==> config.mk <==
export PLATFORM = sky130hd
export DESIGN_NAME = bp_cce_hybrid_pending_w_arb
export DESIGN_NICKNAME = d
export VERILOG_FILES = /design/src/rtl/bp_me_pkg.sv /design/src/rtl/bp_cce_hybrid_pending_rr_pick.sv /design/src/rtl/bp_cce_hybrid_pending_w_arb.sv
export SDC_FILE = /design/constraint.sdc
export NUM_CORES = 1
export LEC_CHECK = 0
export BUFFER_PORTS_ARGS = -buffer_cell sky130_fd_sc_hd__buf_4
export CAP_MARGIN = 10
export CORE_MARGIN = 2
export CORE_UTILIZATION = 47
export CTS_CLUSTER_SIZE = 28
export DETAILED_ROUTE_END_ITERATION = 10
export PLACE_DENSITY = 0.84
export SYNTH_ARGS = -nofsm -noshare
export SYNTH_HDL_FRONTEND = slang
export SYNTH_HIERARCHICAL = 1
export SYNTH_SLANG_ARGS = --single-unit
==> constraint.sdc <==
create_clock -name clk_i -period 3.96 [get_ports clk_i]
set_input_delay 0.594 -clock clk_i [delete_from_list [all_inputs] [get_ports clk_i]]
set_output_delay 0.594 -clock clk_i [all_outputs]
set_load 0.05 [all_outputs]
==> src/rtl/bp_me_pkg.sv <==
// Shared types for the CCE pending-bit write path: processor config, pending ops,
// and the packed write record used on requester inputs and the output register.
package bp_me_pkg;

  typedef enum logic [0:0] {
    e_bp_default_cfg = 1'b0
  } bp_params_e;

  localparam int unsigned bp_paddr_width_gp = 40;

  function automatic int unsigned bp_paddr_width(input bp_params_e cfg);
    case (cfg)
      e_bp_default_cfg: return bp_paddr_width_gp;
      default:          return bp_paddr_width_gp;
    endcase
  endfunction

  typedef enum logic [1:0] {
    e_pend_up    = 2'b00,
    e_pend_down  = 2'b01,
    e_pend_clear = 2'b10
  } bp_cce_pending_op_e;

  typedef struct packed {
    logic [bp_paddr_width_gp-1:0] addr;
    logic                         bypass_hash;
    bp_cce_pending_op_e           op;
  } bp_cce_pending_w_s;

endpackage

==> src/rtl/bp_cce_hybrid_pending_rr_pick.sv <==
// Combinational round-robin pick: first valid requester at or after rr_ptr_i,
// wrapping from num_req_p-1 back to 0. Returns a one-hot grant and its index.
module bp_cce_hybrid_pending_rr_pick
  #(parameter int unsigned num_req_p = 3
   ,localparam int unsigned idx_w = $clog2(num_req_p))
  (input  logic [num_req_p-1:0] req_v_i
  ,input  logic [idx_w-1:0]     rr_ptr_i
  ,output logic [num_req_p-1:0] grant_o
  ,output logic [idx_w-1:0]     winner_o
  );

  always_comb begin
    logic        found;
    int unsigned idx;
    grant_o  = '0;
    winner_o = '0;
    found    = 1'b0;
    idx      = 0;
    for (int unsigned k = 0; k < num_req_p; k++) begin
      idx = (int'(rr_ptr_i) + k) % num_req_p;
      if (!found && req_v_i[idx]) begin
        found        = 1'b1;
        grant_o[idx] = 1'b1;
        winner_o     = idx_w'(idx);
      end
    end
  end

endmodule

==> src/rtl/bp_cce_hybrid_pending_w_arb.sv <==
// Round-robin arbiter sharing the pending-bit write port, with a one-entry output register.
// Optional starvation override: define BP_CCE_PENDING_W_ARB_STARVE_EN.
module bp_cce_hybrid_pending_w_arb
  import bp_me_pkg::*;
  #(parameter bp_params_e  bp_params_p    = e_bp_default_cfg
   ,parameter int unsigned num_req_p      = 3
   ,parameter int unsigned starve_limit_p = 16
   ,localparam int unsigned paddr_width_p = bp_paddr_width(bp_params_p)
   ,localparam int unsigned idx_w         = $clog2(num_req_p))
  (input  logic                               clk_i
  ,input  logic                               reset_i
  ,input  logic [num_req_p-1:0]               req_v_i
  ,output logic [num_req_p-1:0]               req_yumi_o
  ,input  logic [num_req_p*paddr_width_p-1:0] req_addr_i
  ,input  logic [num_req_p-1:0]               req_bypass_hash_i
  ,input  logic [num_req_p*2-1:0]             req_op_i
  ,output logic                               pending_w_v_o
  ,input  logic                               pending_w_yumi_i
  ,output logic [paddr_width_p-1:0]           pending_w_addr_o
  ,output logic                               pending_w_addr_bypass_hash_o
  ,output logic                               pending_up_o
  ,output logic                               pending_down_o
  ,output logic                               pending_clear_o
  ,output logic                               busy_o
  );

  bp_cce_pending_w_s        req_s [num_req_p];
  bp_cce_pending_w_s        out_r;
  logic                     busy_r;
  logic [idx_w-1:0]         rr_ptr_r;
  logic [num_req_p-1:0]     rr_grant, pick_grant;
  logic [idx_w-1:0]         rr_winner, winner;
  logic                     cap, grant_v;

  always_comb begin
    for (int unsigned i = 0; i < num_req_p; i++) begin
      req_s[i] = '{addr:        req_addr_i[i*paddr_width_p +: paddr_width_p],
                   bypass_hash: req_bypass_hash_i[i],
                   op:          bp_cce_pending_op_e'(req_op_i[2*i +: 2])};
    end
  end

  bp_cce_hybrid_pending_rr_pick #(.num_req_p(num_req_p)) rr_pick
    (.req_v_i (req_v_i)
    ,.rr_ptr_i(rr_ptr_r)
    ,.grant_o (rr_grant)
    ,.winner_o(rr_winner)
    );

  // Capture is allowed into an empty register or one draining this cycle.
  assign cap     = ~busy_r | pending_w_yumi_i;
  assign grant_v = cap & (|req_v_i) & ~reset_i;

`ifdef BP_CCE_PENDING_W_ARB_STARVE_EN
  localparam int unsigned cnt_w = $clog2(starve_limit_p + 1);

  logic [cnt_w-1:0]     wait_cnt_r [num_req_p];
  logic [num_req_p-1:0] starved;
  logic [idx_w-1:0]     starve_idx;

  always_comb begin
    starved    = '0;
    starve_idx = '0;
    for (int unsigned i = 0; i < num_req_p; i++) begin
      starved[i] = req_v_i[i] && (wait_cnt_r[i] == cnt_w'(starve_limit_p));
    end
    for (int unsigned i = num_req_p; i > 0; i--) begin
      if (starved[i-1]) starve_idx = idx_w'(i - 1);
    end
  end

  assign winner     = (|starved) ? starve_idx : rr_winner;
  assign pick_grant = (|starved) ? (num_req_p'(1) << starve_idx) : rr_grant;

  always_ff @(posedge clk_i or posedge reset_i) begin
    if (reset_i) begin
      for (int unsigned i = 0; i < num_req_p; i++) wait_cnt_r[i] <= '0;
    end else begin
      for (int unsigned i = 0; i < num_req_p; i++) begin
        if (!req_v_i[i] || req_yumi_o[i])
          wait_cnt_r[i] <= '0;
        else if (wait_cnt_r[i] != cnt_w'(starve_limit_p))
          wait_cnt_r[i] <= wait_cnt_r[i] + 1'b1;
      end
    end
  end
`else
  assign winner     = rr_winner;
  assign pick_grant = rr_grant;
`endif

  assign req_yumi_o = grant_v ? pick_grant : '0;

  always_ff @(posedge clk_i or posedge reset_i) begin
    if (reset_i) begin
      busy_r   <= 1'b0;
      out_r    <= '0;
      rr_ptr_r <= '0;
    end else begin
      if (cap) begin
        busy_r <= grant_v;
        if (grant_v) out_r <= req_s[winner];
      end
      if (grant_v)
        rr_ptr_r <= (winner == idx_w'(num_req_p - 1)) ? '0 : winner + 1'b1;
    end
  end

  assign pending_w_v_o                = busy_r;
  assign busy_o                       = busy_r;
  assign pending_w_addr_o             = out_r.addr;
  assign pending_w_addr_bypass_hash_o = out_r.bypass_hash;
  assign pending_up_o                 = busy_r && (out_r.op == e_pend_up);
  assign pending_down_o               = busy_r && (out_r.op == e_pend_down);
  assign pending_clear_o              = busy_r && (out_r.op == e_pend_clear);

  a_cfg: assert property (@(posedge clk_i) (num_req_p >= 2) && (starve_limit_p >= 1));
  a_yumi_without_v: assert property (@(posedge clk_i) disable iff (reset_i)
    pending_w_yumi_i |-> busy_r);
  a_illegal_op: assert property (@(posedge clk_i) disable iff (reset_i)
    grant_v |-> (2'(req_s[winner].op) != 2'b11));

endmodule

# --- Word level (Yosys, flattened, before mapping) ---
# Index checks and enable logic that the tools add are counted.
totals:
  out_inout_bits: 49
  in_bits: 135
  regBits: 46
classes:
  magnitude_cmp: 7
  bitwise_logic: 8
  eq_ne: 3
  addsub: 3
  muxes: 25
  n_div: 3
  n_reduce_logical: 13
ops:
  columns: ["cell", "count"]
  rows:
  - ["$ge 32x1->1 const B", 3]
  - ["$lt 32x3->1 const B", 3]
  - ["$bmux 43 s2", 1]
  - ["$mux 43", 2]
  - ["$mod 32x2->32 const B", 2]
  - ["$mod 2x2->32 const B", 1]
  - ["$mux 3", 4]
  - ["$logic_and 1x1->1", 8]
  - ["$mux 1", 8]
  - ["$mux 2", 4]
  - ["$bmux 1 s2", 3]
  - ["$demux 1 s2", 3]
  - ["$or 3x3->3", 2]
  - ["$eq 2x2->1 const B", 2]
  - ["$add 2x1->3 const B", 1]
  - ["$add 2x2->3 const B", 1]
  - ["$ge 3x3->1 const B", 1]
  - ["$not 2->3", 1]
  - ["$reduce_or 3->1", 1]
  - ["$add 2x1->2 const B", 1]
  - ["$and 1x1->1", 2]
  - ["$eq 2x1->1 const B", 1]
  - ["$logic_not 1->1", 2]
  - ["$logic_not 2->1", 1]
  - ["other kinds (3)", 4]

# --- Longest topological paths before layout ---
# Gate-level depths: netlist (run 1).
depth:
  ltp_word: 14
  mapped_depth: 13

# --- By module ---
# Netlist (run 1), hierarchy kept.
by_module_without_submodules:
  columns: ["mod", "seq_area_each_um2", "instances", "area_each_um2", "cells_each"]
  rows:
  - ["bp_cce_hybrid_pending_w_arb", 1151.1, 1, 3069.2, 252]
  - ["bp_cce_hybrid_pending_rr_pick", 0.0, 1, 332.8, 52]

# --- Worst setup path after synthesis (run 1) ---
# Ideal clock, no wire load.
synth_path:
  path_type: "flip-flop to output port"
  start: "register rr_ptr_r[0]"
  end: "output port req_yumi_o[0]"
  t_required_ns: 3.366
  path_buffers: 1
  path_slack_ns: 1.327
  stages_incl_launch_ff: 9
  arrival_time_ns: 2.039
  cell_sequence: "dfrtp_1 inv_1 ha_1 buf_6 or3b_1 o22ai_1 nand3_1 a31oi_1 and2_1"
synth_via:
  elab_chain_len: 11
  word_cells_on_any_way: 38
synth_rtl:
  columns: ["item", "line_no", "source"]
  rows:
  - ["start, declared", "bp_cce_hybrid_pending_w_arb.sv:30", "logic [idx_w-1:0] rr_ptr_r;"]
  - ["start signal, assigned", "bp_cce_hybrid_pending_w_arb.sv:105", "rr_ptr_r <= (winner == idx_w'(num_req_p - 1)) ? '0 : winner + 1'b1;"]
  - ["$add 2x1->3 or $mod 2x2->32 (tied branches)", "bp_cce_hybrid_pending_rr_pick.sv:20", "idx = (int'(rr_ptr_i) + k) % num_req_p;"]
  - ["$mod 32x2->32, or another cell as far along", "bp_cce_hybrid_pending_rr_pick.sv:20", null]
  - ["$ge 32x1->1 (not written as such), or another cell as far along", "bp_cce_hybrid_pending_rr_pick.sv:23", "grant_o[idx] = 1'b1;"]
  - ["$logic_and 1x1->1 (not written as such), or another cell as far along", "bp_cce_hybrid_pending_rr_pick.sv:23", null]
  - ["$mux 1 (not written as such), or another cell as far along", "bp_cce_hybrid_pending_rr_pick.sv:23", null]
  - ["$demux 1 s2, or another cell as far along", null, null]
  - ["$or 3x3->3 (no line) or $mux 1 (tied branches)", null, null]
  - ["$mux 3 or $logic_not 1->1 (tied branches)", "bp_cce_hybrid_pending_rr_pick.sv:21", "if (!found && req_v_i[idx]) begin"]
  - ["$or 3x3->3 (no line) or $logic_and 1x1->1 (tied branches)", null, null]
  - ["$mux 3 (*)", "bp_cce_hybrid_pending_rr_pick.sv:21", null]
  - ["net pick_grant[0]", "bp_cce_hybrid_pending_w_arb.sv:31", "logic [num_req_p-1:0] rr_grant, pick_grant;"]
  - ["$mux 3 (*)", "bp_cce_hybrid_pending_w_arb.sv:92", "assign req_yumi_o = grant_v ? pick_grant : '0;"]
  - ["end, declared", "bp_cce_hybrid_pending_w_arb.sv:13", ",output logic [num_req_p-1:0] req_yumi_o"]
# Mark *: on every way through the listed nets, which the timed path passes. The rest lies on a longest branch. The select of a mux whose other input is x is not followed.

# --- Worst setup path after layout (run 1) ---
layout_path:
  start: "register rr_ptr_r[1]"
  end: "register out_r (netlist bit pending_w_addr_o[19])"
layout_via:
  elab_chain_len: 14
  word_cells_on_any_way: 24
layout_rtl:
  columns: ["item", "line_no", "source"]
  rows:
  - ["parallel branches: the longest is 9 deep, another holds $mod 32x2->32", null, null]
  - ["$mux 2 (*)", "bp_cce_hybrid_pending_rr_pick.sv:21", null]
  - ["net rr_winner[1]", "bp_cce_hybrid_pending_w_arb.sv:32", "logic [idx_w-1:0] rr_winner, winner;"]
  - ["$not 2->3 (not written as such) (*)", "bp_cce_hybrid_pending_w_arb.sv:102", "if (grant_v) out_r <= req_s[winner];"]
  - ["$bmux 43 s2 (*)", "bp_cce_hybrid_pending_w_arb.sv:102", null]
  - ["$mux 43 (not written as such) (*) (2 in series)", "bp_cce_hybrid_pending_w_arb.sv:102", null]
  - ["end signal, assigned", "bp_cce_hybrid_pending_w_arb.sv:102", null]
  - ["end, declared", "bp_cce_hybrid_pending_w_arb.sv:28", "bp_cce_pending_w_s out_r;"]
# Mark *: on every way through the listed nets, which the timed path passes. The select of a mux whose other input is x is not followed.
# A chain may end at the register's enable or synchronous reset.

==> insert_results.sql, run 1 <==
INSERT INTO impl_metrics (metric_group, metric, value, unit) VALUES
('hold_path', 'min-delay-path-class', 'flop to flop', ''),
('flow_run', 'number_of_violations_of_the_max_capacitance_limit', '0', ''),
('critical_path', 'data_arrival_at_the_endpoint_of_the_critical_path', '3.46', 'ns'),
('critical_path', 'worst_setup_path_start_kind', 'flop', ''),
('final_layout', 'post_route_cells_drive_above_1_share', '0.569', ''),
('sta', 'drv_slew', '0', ''),
('synth', 'synth_edf_count', '0', ''),
('sta', 'fin_tns_setup', '0', 'ns'),
('detailed_routing', 'routed-via-count', '2819', ''),
('final_layout', 'ff_latch_area', '1150', 'um^2'),
('synth', 'synth.cells.most_frequent', 'sky130_fd_sc_hd__buf_4, sky130_fd_sc_hd__dfrtp_1, sky130_fd_sc_hd__mux2i_1', ''),
('global_routing', 'first_pass_grt_wire_length', '12800', 'um'),
('final_layout', 'layout-area-overhead-vs-synth', '35.2', '%'),
('synth', 'ys_warn_count', '6', ''),
('critical_path', 'worstSetupPathType', 'flop to flop', ''),
('detailed_routing', 'post-route-drc-count', '0', ''),
('clock_network', 'cts_post_setup_buffers_inserted', '0', ''),
('floorplan', 'rows', '31', ''),
('sta', 'hold-worst-slack', '0.513', 'ns'),
('clock_network', 'clock-sinks', '46', ''),
('clock_network', 'root_buffer', 'sky130_fd_sc_hd__clkbuf_8', ''),
('critical_path', 'timing.critical_path.slowest_stage_cell', 'sky130_fd_sc_hd__dfrtp_1', ''),
('global_routing', 'grt_antenna_before_repair', '0', ''),
('sta', 'worst_slew_margin_rel', '0.342', ''),
('floorplan', 'die-height', '89.1', 'um'),
('final_layout', 'finalNetCount', '575', ''),
('clock_network', 'skew_pair_late_insertion_delay', '0.29', 'ns'),
('critical_path', 'critical_path.top_delay_family', 'multiplexers', ''),
('sta', 'worst_pin_slew', '0.986', 'ns'),
('clock_network', 'post_cts_hold_fix_bufs', '0', ''),
('synth', 'post-synth-top-count-cell', 'sky130_fd_sc_hd__buf_4', ''),
('power_and_ir_drop', 'ir_drop_worst_case_vdd', '0.528', 'mV'),
('synth', 'netlist-cell-type-count', '36', ''),
('critical_path', 'critPathRequiredTime', '4.14', 'ns'),
('critical_path', 'crit_chain', 'inv_1 -> ha_1 -> mux2_2 -> mux2i_1 -> o211ai_1 -> o21ai_4 -> buf_12 -> mux2i_1 -> o2bb2ai_1 -> mux2_2', ''),
('detailed_routing', 'antenna_left', '0', ''),
('clock_network', 'cts_max_path_buffers', '2', ''),
('placed_design', 'port_buffers', '183', ''),
('floorplan', 'coreArea', '7140', 'um^2'),
('sta', 'shortest_clock_period_the_worst_path_allows_after_layout', '3.28', 'ns'),
('run_status', 'run_status', 'finished clean', ''),
('synth', 'post-synth-top-area-fraction', '0.338', ''),
('detailed_routing', 'drtIter0Drc', '82', ''),
('floorplan', 'die_area', '7940', 'um^2'),
('synth', 'synth_area_leader_cell', 'sky130_fd_sc_hd__dfrtp_1', ''),
('sta', 'share_of_the_clock_period_used_by_the_worst_path', '0.829', ''),
('synth', 'async_flop_share', '1.00', ''),
('synth', 'synth.net_count', '443', ''),
('synth', 'synthTopCellsByArea', 'sky130_fd_sc_hd__dfrtp_1, sky130_fd_sc_hd__mux2i_1, sky130_fd_sc_hd__mux2_2, sky130_fd_sc_hd__o2bb2ai_1, sky130_fd_sc_hd__buf_4', ''),
('sta', 'total_count_of_hold_check_failures_in_the_final_report', '0', ''),
('sta', 'skew', '0.0122', 'ns'),
('clock_network', 'tritoncts.num_buffers', '5', ''),
('synth', 'synth-seq-cells', '46', ''),
('synth', 'netlist_area', '3400', 'um^2'),
('final_layout', 'antenna_cells_inserted', '0', ''),
('global_routing', 'overflow', '0', ''),
('detailed_routing', 'firstDrtPassIters', '4', ''),
('detailed_routing', 'detail_route.wirelength', '8490', 'um'),
('detailed_routing', 'detail_route.vias_per_cell', '5.27', ''),
('power_and_ir_drop', 'leakage', '2.14', 'nW'),
('global_routing', 'via_count_of_the_first_global_routing_pass', '2711', ''),
('synth', 'synth-main-ff-cell', 'sky130_fd_sc_hd__dfrtp_1', ''),
('power_and_ir_drop', 'cellPowerDensity', '885', 'nW/um^2'),
('global_routing', 'grt_max_degree', '47', ''),
('clock_network', 'clock_tree_from_tritoncts', 'done', ''),
('clock_network', 'cts.repair.resized', '0', ''),
('critical_path', 'worst_path_max_fanout', '28', ''),
('sta', 'setup_repair_after_global_routing_missed_its_margin', 'false', ''),
('global_routing', 'total_global_route_track_usage', '0.205', ''),
('floorplan', 'initial_utilization', '0.477', ''),
('floorplan', 'die-width', '89.1', 'um');
==> path summary, 6_finish.rpt <==
kind / start / endpoint / slack (ns) / cells past startpoint
worst max-delay path: rr_ptr_r[1]$_DFFE_PP0P_ / pending_w_addr_o[19]$_DFFE_PP0P_ / 0.68 / 10
worst min register to register: pending_w_addr_o[10]$_DFFE_PP0P_ / pending_w_addr_o[10]$_DFFE_PP0P_ / 0.51 / 1
min in group asynchronous: reset_i / pending_w_addr_o[34]$_DFFE_PP0P_ / 0.55 / 2
worst max register to register: rr_ptr_r[1]$_DFFE_PP0P_ / pending_w_addr_o[19]$_DFFE_PP0P_ / 0.68 / 10
worst min-delay path: pending_w_addr_o[10]$_DFFE_PP0P_ / pending_w_addr_o[10]$_DFFE_PP0P_ / 0.51 / 1
max in group asynchronous: reset_i / rr_ptr_r[1]$_DFFE_PP0P_ / 2.79 / 2
==> where the power goes <==
| group | switching [mW] | internal (mW) | total (mW) |
|---|---|---|---|
| logic | 1.76 | 1.12 | 2.88 |
| registers | 0.132 | 0.706 | 0.837 |
| clock network | 0.152 | 0.202 | 0.354 |
==> cells in the final DEF (no fill, tap or decap), drive strengths merged, types with 2 or more instances in the layout <==
cell and count:
a221oi 2, dfrtp 46, o2bb2ai 43, inv 7
ha 4, a31oi 2, nor2 7, nor3 3
o21ai 7, and2 3, mux2i 45, nand2 4
and2b 2, buf 189, clkbuf 6, nor2b 3
o22ai 3, a21oi 3, mux2 46
==> area by class of cell <==
| class | instances | area share |
|---|---|---|
| multi-input combinational | 187 | 0.381 |
| timing repair buffer | 189 | 0.311 |
| sequential | 46 | 0.250 |
| tap | 99 | 0.0269 |
| clock buffer | 6 | 0.0180 |
| clock inverter | 1 | 0.00653 |
| inverter | 7 | 0.00571 |
==> state kept, by name, summed over array words and instances, names as in the netlist <==
register                      count
rr_ptr_r                          2
busy_o                            1
pending_w_addr_bypass_hash_o      1
pending_w_addr_o                 40
out_r                             2
==> logic make-up (layout without fill, tap and decap cells) <==
group / count (synthesis) / count (layout) / share of synthesized area
compound gates: 64 / 64 / 0.149
mux: 91 / 91 / 0.291
buf+inv: 71 / 203 / 0.153
flops: 46 / 46 / 0.338
fa+ha+maj: 4 / 4 / 0.0147
simple gates: 28 / 28 / 0.0541
==> per-layer routing <==
layer,part of all wire,up-vias,track usage
li1,-,1336,-
met1,0.39,1338,0.238
met2,0.51,139,0.385
met3,0.10,6,0.0462
met4,0.0055,0,0.0461
met5,0,-,0
==> per-stage QoR <==
stage,setup WS [ns],total power [mW],cells
after floorplan,1.33,3.36,304
after global placement,0.856,3.67,528
after detailed placement,0.703,3.75,528
after CTS,0.693,4.11,535
after global routing,0.506,4.33,535
final,0.675,4.07,535
(Power assumes the default switching activity.)
==> inputs of run 2 (changes only) <==
ABC_AREA = 1   (was unset)
CORE_UTILIZATION = 41   (was 47)
PLACE_DENSITY = 0.77   (was 0.84)
clock period = 2.6 ns   (was 3.96 ns; I/O delays follow)
==> run 2 against run 1 <==
  * Critical path depth rose by 1
  * Global-route usage rose by 0.85 points
  * Combinational power rose by 80%
  * Clock-buffer cell count did not move
  * Critical endpoint is now req_yumi_o[1]
  * Cell count rose by 40%
  * Critical path type is now flop to output pin
  * Sequential power rose by 51%
  * Clock skew fell by 0.0073 ns
  * Final area rose by 2.2%
  * Highest routed layer unchanged
  * Synthesized area rose by 1.7%
  * Flip-flop and latch count did not move
==> insert_results.sql, run 2 <==
INSERT INTO impl_metrics (metric_group, metric, value, unit) VALUES
('run_status', 'run_status', 'finished clean', ''),
('placed_design', 'port_buffers', '183', ''),
('critical_path', 'timing.critical_path.to', 'req_yumi_o[1]', ''),
('critical_path', 'launching_element_of_the_worst_setup_path', 'rr_ptr_r[0]$_DFFE_PP0P_', ''),
('sta', 'skew', '0.00486', 'ns'),
('synth', 'synth-main-ff-cell', 'sky130_fd_sc_hd__dfrtp_1', ''),
('critical_path', 'critPathRequiredTime', '2.21', 'ns'),
('global_routing', 'overflow', '0', ''),
('global_routing', 'grt_antenna_before_repair', '0', ''),
('critical_path', 'worstSetupPathType', 'flop to output pin', ''),
('power_and_ir_drop', 'leakage', '2.62', 'nW'),
('synth', 'post-synth-top-area-fraction', '0.333', ''),
('detailed_routing', 'detail_route.wirelength', '10700', 'um'),
('sta', 'total_count_of_hold_check_failures_in_the_final_report', '0', ''),
('sta', 'postLayoutSetupSlackWorst', '0.0744', 'ns'),
('clock_network', 'cts_max_path_buffers', '2', ''),
('synth', 'synth.net_count', '654', ''),
('final_layout', 'post_route_cells_drive_above_1_share', '0.364', ''),
('floorplan', 'coreArea', '8220', 'um^2'),
('detailed_routing', 'antenna_left', '0', ''),
('global_routing', 'via_count_of_the_first_global_routing_pass', '3357', ''),
('synth', 'post-synth-top-count-cell', 'sky130_fd_sc_hd__nand2_1', ''),
('critical_path', 'cp.depth', '11', ''),
('synth', 'fraction_of_the_yosys_area_taken_by_sequential_cells', '0.333', ''),
('sta', 'worst_slew_margin_rel', '0.647', ''),
('floorplan', 'ios', '184', ''),
('synth', 'synth_area_leader_cell', 'sky130_fd_sc_hd__dfrtp_1', ''),
('floorplan', 'initial_utilization', '0.421', ''),
('placed_design', 'hpwlAfterDp', '7700', 'um'),
('critical_path', 'timing.rr.start', 'rr_ptr_r[0]$_DFFE_PP0P_', ''),
('detailed_routing', 'firstDrtPassIters', '4', ''),
('synth', 'synthesized_instance_count', '515', ''),
('power_and_ir_drop', 'power.total', '6.89', 'mW'),
('final_layout', 'mostFrequentLayoutCell', 'sky130_fd_sc_hd__nand2_1', ''),
('clock_network', 'skew_pair_late_insertion_delay', '0.30', 'ns'),
('synth', 'synth_edf_count', '0', ''),
('final_layout', 'layout-area-overhead-vs-synth', '35.8', '%'),
('detailed_routing', 'drtIter0Drc', '126', ''),
('critical_path', 'worst_path_max_fanout', '8', ''),
('clock_network', 'htree_num_levels', '2', ''),
('placed_design', 'dp_slack', '0.140', 'ns'),
('sta', 'fin_tns_setup', '0', 'ns'),
('floorplan', 'die_area', '9190', 'um^2'),
('power_and_ir_drop', 'ir_drop_worst_case_vdd', '0.602', 'mV'),
('sta', 'share_of_the_clock_period_used_by_the_worst_path', '0.971', ''),
('clock_network', 'clock-sinks', '46', ''),
('sta', 'shortest_clock_period_the_worst_path_allows_after_layout', '2.53', 'ns'),
('clock_network', 'root_buffer', 'sky130_fd_sc_hd__clkbuf_8', ''),
('sta', 'worst_pin_slew', '0.528', 'ns'),
('critical_path', 'critical_path.top_delay_family', 'simple AND/OR/NAND/NOR gates', ''),
('synth', 'synth.cells.most_frequent', 'sky130_fd_sc_hd__nand2_1, sky130_fd_sc_hd__nand3_1, sky130_fd_sc_hd__dfrtp_1', ''),
('clock_network', 'tritoncts.num_buffers', '5', ''),
('hold_path', 'min-delay-path-class', 'primary input to asynchronous set/reset pin', ''),
('detailed_routing', 'detail_route.vias_per_cell', '5.08', ''),
('sta', 'drv_slew', '0', ''),
('final_layout', 'layout.cells.most_common_list', 'sky130_fd_sc_hd__nand2_1, sky130_fd_sc_hd__buf_4, sky130_fd_sc_hd__nand3_1, sky130_fd_sc_hd__dfrtp_1, sky130_fd_sc_hd__inv_1', ''),
('synth', 'ys_warn_count', '6', ''),
('critical_path', 'timing.critical_path.slowest_stage_cell', 'sky130_fd_sc_hd__dfrtp_2', ''),
('final_layout', 'finalNetCount', '783', ''),
('detailed_routing', 'post-route-drc-count', '0', ''),
('critical_path', 'cp_slowest_stage_delay', '0.42', 'ns'),
('critical_path', 'data_arrival_at_the_endpoint_of_the_critical_path', '2.14', 'ns'),
('detailed_routing', 'wl_per_cell', '14.2', 'um'),
('final_layout', 'num-fill-cells', '794', ''),
('critical_path', 'regToRegSetupSlack', '0.19', 'ns'),
('final_layout', 'number_of_cells_in_the_finished_layout_apart_from_fillers', '750', ''),
('sta', 'hold-worst-slack', '0.0422', 'ns'),
('final_layout', 'largest_register_ff_count', '40', ''),
('sta', 'timing.fmax', '396', 'MHz'),
('critical_path', 'rr_worst_depth', '13', ''),
('clock_network', 'path_clk_slew', '0.09', 'ns'),
('sta', 'setup_viol', '0', ''),
('global_routing', 'first_pass_grt_wire_length', '15300', 'um'),
('critical_path', 'worst_setup_path_start_kind', 'flop', ''),
('synth', 'async_flop_share', '1.00', ''),
('synth', 'postSynthAreaPerCell', '6.72', 'um^2'),
('critical_path', 'path_buf_inv', '4', ''),
('synth', 'netlist-cell-type-count', '22', ''),
('detailed_routing', 'routed-via-count', '3810', ''),
('power_and_ir_drop', 'cellPowerDensity', '1460', 'nW/um^2'),
('floorplan', 'rows', '33', ''),
('critical_path', 'critical_path.reg2reg.endpoint', 'out_r[1]$_DFFE_PP0P_', ''),
('floorplan', 'die-width', '95.9', 'um'),
('flow_run', 'number_of_violations_of_the_max_capacitance_limit', '0', ''),
('synth', 'synth-seq-cells', '46', ''),
('placed_design', 'globalplace.congestion', '0.814', ''),
('clock_network', 'clock_tree_from_tritoncts', 'done', ''),
('final_layout', 'antenna_cells_inserted', '0', ''),
('clock_network', 'post_cts_hold_fix_bufs', '0', ''),
('synth', 'netlist_area', '3460', 'um^2'),
('global_routing', 'total_global_route_track_usage', '0.214', ''),
('floorplan', 'die-height', '95.9', 'um'),
('synth', 'synthTopCellsByArea', 'sky130_fd_sc_hd__dfrtp_1, sky130_fd_sc_hd__nand2_1, sky130_fd_sc_hd__nand3_1, sky130_fd_sc_hd__buf_4, sky130_fd_sc_hd__buf_6', ''),
('global_routing', 'grt_max_degree', '45', ''),
('critical_path', 'crit_chain', 'inv_2 -> ha_4 -> inv_2 -> nand2_1 -> nand3_1 -> nand2_1 -> nand4_1 -> nand2_2 -> inv_1 -> nor2_2 -> buf_6', ''),
('placed_design', 'dp.cells', '739', ''),
('critical_path', 'nature_of_the_critical_path_endpoint', 'output pin', '');
==> run 2: worst min-delay path by stage <==
stage | from | end | slack, ns | cells past startpoint
2_1_floorplan | reset_i | busy_o$_DFFE_PP0P_ | 0.44 | 1
3_3_place_gp | reset_i | rr_ptr_r[0]$_DFFE_PP0P_ | 0.38 | 2
3_5_place_dp | reset_i | rr_ptr_r[1]$_DFFE_PP0P_ | 0.38 | 2
4_1_cts | reset_i | pending_w_addr_o[23]$_DFFE_PP0P_ | 0.04 | 2
5_1_grt | reset_i | busy_o$_DFFE_PP0P_ | 0.06 | 2
6_report | reset_i | pending_w_addr_o[23]$_DFFE_PP0P_ | 0.04 | 2
==> run 2: cell type report <==
cell class	count	area (um^2)	area share
clock buffer	6	82.6	0.0176
sequential	46	1150	0.245
tap	105	131	0.0279
timing repair buffer	195	1480	0.316
inverter	25	98.8	0.0210
clock inverter	2	12.5	0.00266
multi-input combinational	371	1740	0.370
==> run 2: logic make-up (layout without fill, tap and decap cells) <==
logic type                 Yosys count  in the layout  share of synthesized area
DFF                                 46             46                      0.333
and+or+nand+nor                    364            364                      0.465
buffers and inverters               98            228                      0.183
adders and majority gates            4              4                     0.0145
AOI/OAI and AO/OA                    3              3                    0.00542
==> run 2: worst register-to-register path, cell delays in order, from the launching register on <==
cell                      delay (ns)
sky130_fd_sc_hd__dfrtp_2        0.42
sky130_fd_sc_hd__inv_2          0.09
sky130_fd_sc_hd__ha_4           0.32
sky130_fd_sc_hd__inv_2          0.06
sky130_fd_sc_hd__nand2_1        0.06
sky130_fd_sc_hd__nand3_1        0.08
sky130_fd_sc_hd__nand2_1        0.13
sky130_fd_sc_hd__nand4_1        0.19
sky130_fd_sc_hd__nand2_2        0.23
sky130_fd_sc_hd__buf_4          0.38
sky130_fd_sc_hd__nand3_1        0.13
sky130_fd_sc_hd__nand3_1        0.12
sky130_fd_sc_hd__nand2_1        0.07
sky130_fd_sc_hd__nand2_1        0.08
==> run 2: through the flow <==
| stage | instance area (um^2) | utilization |
|---|---|---|
| floorplan | 3460 | - |
| global placement | 4520 | 0.550 |
| detailed placement | 4520 | 0.550 |
| CTS | 4630 | 0.563 |
| global route | 4700 | 0.572 |
| finish | 4700 | 0.572 |
==> run 2: power breakdown <==
part | leakage, nW | switching [mW] | internal, mW
clock network | 0.0472 | 0.246 | 0.214
logic | 1.99 | 3.55 | 1.62
registers | 0.574 | 0.216 | 1.04
total | 2.62 | 4.01 | 2.88
==> run 2: what timing repair did <==
action                                  4_1_cts  5_1_grt
endpoints found under the hold margin         0        0
cloned                                        0        0
pin swaps                                     0        5
gates resized for setup                       3       14
endpoints found under the setup margin        2       35
buffers inserted                              0        3
==> run 2: layer usage <==
layer / up-vias / global-route usage / share of wire
met5: - / 0 / 0
met4: 0 / 0.0655 / 0.020
met3: 18 / 0.0548 / 0.097
met2: 180 / 0.396 / 0.49
met1: 1742 / 0.239 / 0.39
li1: 1870 / - / -
